===== src/rtl/cpu_pkg.sv =====
// rtl/cpu_pkg.sv - shared CPU datapath constants and ALU control encodings
package cpu_pkg;

    localparam int REGISTER_LENGTH = 64;
    localparam int REG_ADDR_LENGTH = 5;
    localparam int NUM_REGISTERS   = 32;

    typedef logic [REGISTER_LENGTH-1:0] reg_data_t;
    typedef logic [REG_ADDR_LENGTH-1:0] reg_addr_t;

    // XZR: reads as zero, writes are discarded, has no storage
    localparam reg_addr_t ZERO_REG = 5'd31;

    typedef enum logic [2:0] {
        ALU_PASS_B   = 3'b000,
        ALU_ADD      = 3'b010,
        ALU_SUBTRACT = 3'b011,
        ALU_AND      = 3'b100,
        ALU_OR       = 3'b101,
        ALU_XOR      = 3'b110
    } alu_op_e;

endpackage


===== src/rtl/register_word.sv =====
// rtl/register_word.sv - one register-file entry: enabled flop with async active-low clear
module register_word #(
    parameter int WIDTH = 64
) (
    input  logic             clk_i,
    input  logic             rst_ni,
    input  logic             en_i,
    input  logic [WIDTH-1:0] d_i,
    output logic [WIDTH-1:0] q_o
);

    always_ff @(posedge clk_i or negedge rst_ni) begin
        if (!rst_ni) begin
            q_o <= '0;
        end else if (en_i) begin
            q_o <= d_i;
        end
    end

endmodule


===== src/rtl/register_file.sv =====
// rtl/register_file.sv - 32x64 integer register file with XZR and optional write-to-read bypass
module register_file
    import cpu_pkg::*;
#(
    parameter bit WRITE_BYPASS = 1'b1
) (
    input  logic      clk_i,
    input  logic      rst_ni,
    input  reg_addr_t ReadRegister1_i,
    input  reg_addr_t ReadRegister2_i,
    input  reg_addr_t WriteRegister_i,
    input  reg_data_t WriteData_i,
    input  logic      RegWrite_i,
    output reg_data_t ReadData1_o,
    output reg_data_t ReadData2_o
);

    reg_data_t words [NUM_REGISTERS];

    genvar i;
    generate
        for (i = 0; i < NUM_REGISTERS; i++) begin : g_reg
            if (i == int'(ZERO_REG)) begin : g_zero
                assign words[i] = '0;
            end else begin : g_word
                register_word #(
                    .WIDTH (REGISTER_LENGTH)
                ) u_word (
                    .clk_i  (clk_i),
                    .rst_ni (rst_ni),
                    .en_i   (RegWrite_i && (WriteRegister_i == reg_addr_t'(i))),
                    .d_i    (WriteData_i),
                    .q_o    (words[i])
                );
            end
        end
    endgenerate

    logic bypass1;
    logic bypass2;

    assign bypass1 = WRITE_BYPASS && RegWrite_i && (WriteRegister_i == ReadRegister1_i);
    assign bypass2 = WRITE_BYPASS && RegWrite_i && (WriteRegister_i == ReadRegister2_i);

    // Zero-register and reset gating override the bypass so XZR and a held reset always read 0
    always_comb begin
        ReadData1_o = words[ReadRegister1_i];
        if (bypass1) begin
            ReadData1_o = WriteData_i;
        end
        if (!rst_ni || (ReadRegister1_i == ZERO_REG)) begin
            ReadData1_o = '0;
        end
    end

    always_comb begin
        ReadData2_o = words[ReadRegister2_i];
        if (bypass2) begin
            ReadData2_o = WriteData_i;
        end
        if (!rst_ni || (ReadRegister2_i == ZERO_REG)) begin
            ReadData2_o = '0;
        end
    end

endmodule


===== config.mk =====
export PLATFORM = sky130hd
export DESIGN_NAME = register_file
export DESIGN_NICKNAME = d
export VERILOG_FILES = /design/src/rtl/cpu_pkg.sv /design/src/rtl/register_word.sv /design/src/rtl/register_file.sv
export SDC_FILE = /design/constraint.sdc
export NUM_CORES = 2
export LEC_CHECK = 0
export CORE_MARGIN = 2
export CORE_UTILIZATION = 65
export DETAILED_ROUTE_END_ITERATION = 16
export GPL_TIMING_DRIVEN = 1
export PLACE_DENSITY = 0.83
export SYNTH_ARGS = -nofsm -noshare
export SYNTH_HDL_FRONTEND = slang
export SYNTH_SLANG_ARGS = --single-unit

===== constraint.sdc =====
create_clock -name clk_i -period 5.5 [get_ports clk_i]
set_input_delay 1.1 -clock clk_i [delete_from_list [all_inputs] [get_ports clk_i]]
set_output_delay 1.1 -clock clk_i [all_outputs]
set_load 0.05 [all_outputs]

# [After elaboration in Yosys (flattened, before gate mapping)]
# Cells that the tools add are included.
[totals] register_bits=1984 inputBits=82 output_inout_bits=128 word_cells=116
[classes] order_cmp=2 eq_ne=34 mux=10 bitwise=2 reduce_logical=37
[op_table] cell="binary-select mux 64 bit (select 5 bit)" count=2
[op_table] cell="2-to-1 mux 64 bit" count=8
[op_table] cell="== test 5 bit (second input constant)" count=17
[op_table] cell="== test 5 x 4 -> 1 bit (second input constant)" count=8
[op_table] cell="logical AND 1 bit" count=33
[op_table] cell="== test 5 x 3 -> 1 bit (second input constant)" count=4
[op_table] cell=">= comparator 6 bit (second input constant)" count=2
[op_table] cell="inverter 5 -> 6 bit" count=2
[op_table] cell="== test 5 x 2 -> 1 bit (second input constant)" count=2
[op_table] cell="== test 5 bit" count=2
[op_table] cell="== test 5 x 1 -> 1 bit (second input constant)" count=1
[op_table] cell="zero test 5 bit" count=1
[op_table] cell="logical OR 1 bit" count=2
[op_table] cell="zero test 1 bit" count=1

# [Longest topological paths before layout]
[depth] ltp_word=6 depth_mapped=10 depth_no_buf=5

# [Modules after synthesis]
# Synthesis repeated with hierarchy kept, for this count alone.
[hier_totals] hier_cells=7189 hier_area_um2=116061.3
[by_module_without_submodules] mod="register_word" n_inst=31 cells_each=135 area_per_inst_um2=2678.8 seq_area_each_um2=1601.5
[by_module_without_submodules] mod="register_file" n_inst=1 cells_each=3004 area_per_inst_um2=33017.9 seq_area_each_um2=0.0

# [Worst setup path after synthesis]
# No wires, ideal clock.
[synth_path] path_kind="input-to-output" start="input ReadRegister2_i[0]" end="output ReadData2_o[50]" t_arrival_ns=3.479 t_required_ns=4.400 setup_slack_ns=0.921 path_stages=9 path_buffers=4 cell_sequence="buf_6 buf_12 and2_1 buf_2 buf_2 a22o_1 a221oi_2 o21ai_1 o31ai_1"
[synth_between] elab_chain_len=6 elab_cells_between_ends=10 cone_classes="eq/ne (2); mux (5); bitwise (1); reduce/logical (2)"
[synth_rtl] element="start: declaration" line_no="register_file.sv:10" text="input reg_addr_t ReadRegister2_i,"
[synth_rtl] element="inverter 5 -> 6 bit (not written as such)" line_no="register_file.sv:57" text="ReadData2_o = words[ReadRegister2_i];"
[synth_rtl] element="binary-select mux 64 bit (select 5 bit)" line_no="register_file.sv:57"
[synth_rtl] element="2-to-1 mux 64 bit (not written as such) (2 in a row)" line_no="register_file.sv:57"
[synth_rtl] element="2-to-1 mux 64 bit" line_no="register_file.sv:58" text="if (bypass2) begin"
[synth_rtl] element="2-to-1 mux 64 bit (*)" line_no="register_file.sv:61" text="if (!rst_ni || (ReadRegister2_i == ZERO_REG)) begin"
[synth_rtl] element="end: declaration" line_no="register_file.sv:15" text="output reg_data_t ReadData2_o"
# Mark *: on every way between the ends. The rest lies on a longest branch, timed or not. The select of a mux whose other input is x is not followed.

# [Final worst setup path]
[layout_path] start="input RegWrite_i" end="output ReadData2_o[50]"
[layout_between] elab_chain_len=3
[layout_rtl] element="start: declaration" line_no="register_file.sv:13" text="input logic RegWrite_i,"
[layout_rtl] element="logical AND 1 bit" line_no="register_file.sv:43" text="assign bypass2 = WRITE_BYPASS && RegWrite_i && (WriteRegister_i == ReadRegister2_i);"
[layout_rtl] element="2-to-1 mux 64 bit" line_no="register_file.sv:58"
[layout_rtl] element="2-to-1 mux 64 bit" line_no="register_file.sv:61"
# No other way between the ends.

==> results.cfg <==
[global_route]
grt_pass1_vias = 80489
grt_antenna_before_repair = 9
grt_pass1_wl_um = 520000
grt_start_max_net_pins = 189
grt_usage_pct = 40.8
gr-total-overflow = 0

[synthesis]
ys_seq_elements = 1984
synth_edf_count = 0
synth_fp_nets = 8498
syn_inst = 8416
ys.flop_type = dfrtp_1
yosysTopAreaCell = dfrtp_1
syn_avg_cell_area_sq_um = 12.9
synthesis.area_sq_um = 109000
synthArstFlopShare_pct = 100
ys_types = 58
yosysMostFrequentCell = dfrtp_1
synth_warnings = 0
synthTopCellsByCount = dfrtp_1, mux2_2, mux2i_1
synth_top_area_share_pct = 45.6
yosys-top-cells-area = dfrtp_1, mux2_2, mux2i_1
yosysSeqAreaShare_pct = 45.6

[setup_path]
critical_path.max_stage_delay_ps = 800
r2r-start = g_reg[5].g_word.u_word.q_o[4]$_DFFE_PN0P_
critPathArrivalTime_ps = 4260
crit_family = buffers and inverters
criticalPathCategory = input pin to primary output
worst_setup_path_end_kind = primary output
crit_start = RegWrite_i
crit_required_ps = 4400
path_cells = clkdlybuf4s50_1 -> nand4_1 -> o211a_4 -> buf_12 -> o21ai_1 -> o31ai_1 -> buf_4 -> buf_12
critPathLaunchType = input pin
worst-path-buf-inv = 4
cp_max_fo = 27
cp_common_cell = buf_12
critPathSlowestCell = clkdlybuf4s50_1

[power_and_ir_drop]
intPower_mw = 30.4
power-per-cell-area_nw_per_um2 = 357
seqPwrFrac_pct = 45.8
clkPwrFrac_pct = 32.4
switchingPower_mw = 12.6
switching_share_pct = 29.3
power_leakage_nw = 54.3
vdd_ir_drop_max_mv = 0.374
comb_power_share_pct = 21.8

[drt]
drtPass1Iterations = 8
routed_wl_um = 349000
drt_iter0_markers = 10411
drc = 0
wl_per_cell_um = 33.0
antenna_left = 0
avgViaCountPerCell = 7.48
dr_total_vias = 79267

[timing]
worst_pin_slew_ps = 1310
period_needed_ps = 5360
finalHoldViolations = 0
fin_ws_ps = 142
setup_viol = 0
clock_skew_ps = 0
period_share_pct = 97.4
finalSetupTns_ps = 0
fmax_mhz = 187
maxSlewHeadroom_pct = 12.2
rsz0062_at_grt = no
slew_violations = 0

[cells_and_area]
area_growth_pct = 10.7
drive_above_1_share_pct = 37.1
final_cell_area_sq_um = 121000
multi_input_area_sq_um = 54700
register_area_sq_um = 49600
top_regs = g.g_word.u_word.q_o x1984
largest_reg_flops = 1984
largest_register = g.g_word.u_word.q_o
fill_cells = 10464
fin_nets = 8298

[die]
ios = 210
die_w_um = 413
die-area_sq_um = 171000
die_h_um = 413
initial_core_util_pct = 65.3
coreArea_sq_um = 167000
rows = 150

[clock_tree]
tritoncts = done
clk_pin_slew_ps = 60
cts_made_buffers = 201
worstSkewPairLatency_ps = 860
ctsResizeCount = 0
cts_setup_buffers = 0
htreeDepth = 4
clock_path_buffers = 3
hold_buffers = 0
cts_sinks = 1984
root_buffer = clkbuf_16

[run]
drv_cap = 0

[outcome]
status = complete, no violations

[place]
dp_hpwl_um = 196000
finalWeightedCongestion = 0.889
placed_cell_area_sq_um = 114000
place_ws_ps = 334
port_buffers = 209

[hold_path]
hp-class = input pin to asynchronous set/reset pin
## power groups by stage
stage	clock, mW	sequential (mW)	combinational, mW
2_1_floorplan	0	19.1	6.84
4_1_cts	14.0	19.6	9.27
6_report	14.0	19.7	9.39
3_3_place_gp	0	19.5	8.82
3_5_place_dp	0	19.8	9.15
5_1_grt	14.6	20.0	9.96
## final timing paths
check                                                              end  cells past startpoint  slack, ps
max                                                    ReadData2_o[50]                      8        140
min                        g_reg[12].g_word.u_word.q_o[44]$_DFFE_PN0P_                      1        140
max reg2reg                  g_reg[5].g_word.u_word.q_o[4]$_DFFE_PN0P_                      1       4660
min reg2reg                g_reg[12].g_word.u_word.q_o[12]$_DFFE_PN0P_                      1        510
max in group asynchronous   g_reg[8].g_word.u_word.q_o[41]$_DFFE_PN0P_                      4       2440
min in group clk_i         g_reg[12].g_word.u_word.q_o[12]$_DFFE_PN0P_                      1        510
## metrics by stage
step                      utilization (%)  total power [mW]  hold WS, ps  instances
after detailed placement             68.3              29.0          497      10217
after global routing                 72.3              44.6          142      10588
after global placement               68.3              28.3          487      10217
final                                72.3              43.1          137      10593
after floorplan                         -              26.0          475       8416
after CTS                            72.3              42.9          103      10587
## logic make-up after synthesis
group	Yosys count	synth area share (%)
buf+inv	968	4.49
simple gates	654	2.86
mux	3520	39.0
xor+xnor	10	0.0804
compound gates	1280	8.04
flops	1984	45.6
## area by class of cell
type	count	share of cell area (%)
Clock inverter	57	0.512
Timing Repair Buffer	499	5.42
Clock buffer	313	5.04
Sequential cell	1984	41.2
Inverter	66	0.205
Tap cell	2204	2.29
Antenna cell	6	0.0124
Multi-Input combinational cell	5464	45.4
## per-layer routing
layer	part of all wire [%]	wire length [um]	global-route usage, %	up-vias
li1	-	-	-	31348
met1	36	126000	53.2	40625
met2	44	153000	60.2	5671
met3	13	44900	12.4	1611
met4	7.2	25200	25.0	12
met5	0.020	69	0	-
## cell usage in the layout, fill, tap and decap left out, drive strengths merged, types with 194 or more instances in the layout
| cell | netlist | final |
|---|---|---|
| a21oi | 255 | 255 |
| a22oi | 317 | 317 |
| nand3 | 194 | 194 |
| o21ai | 253 | 253 |
| clkbuf | 372 | 313 |
| buf | 530 | 427 |
| mux4 | 384 | 384 |
| mux2 | 1920 | 1920 |
| nand2 | 271 | 271 |
| dfrtp | 1984 | 1984 |
| mux2i | 1216 | 1216 |
No activity file was read; power rests on OpenSTA's default activity.
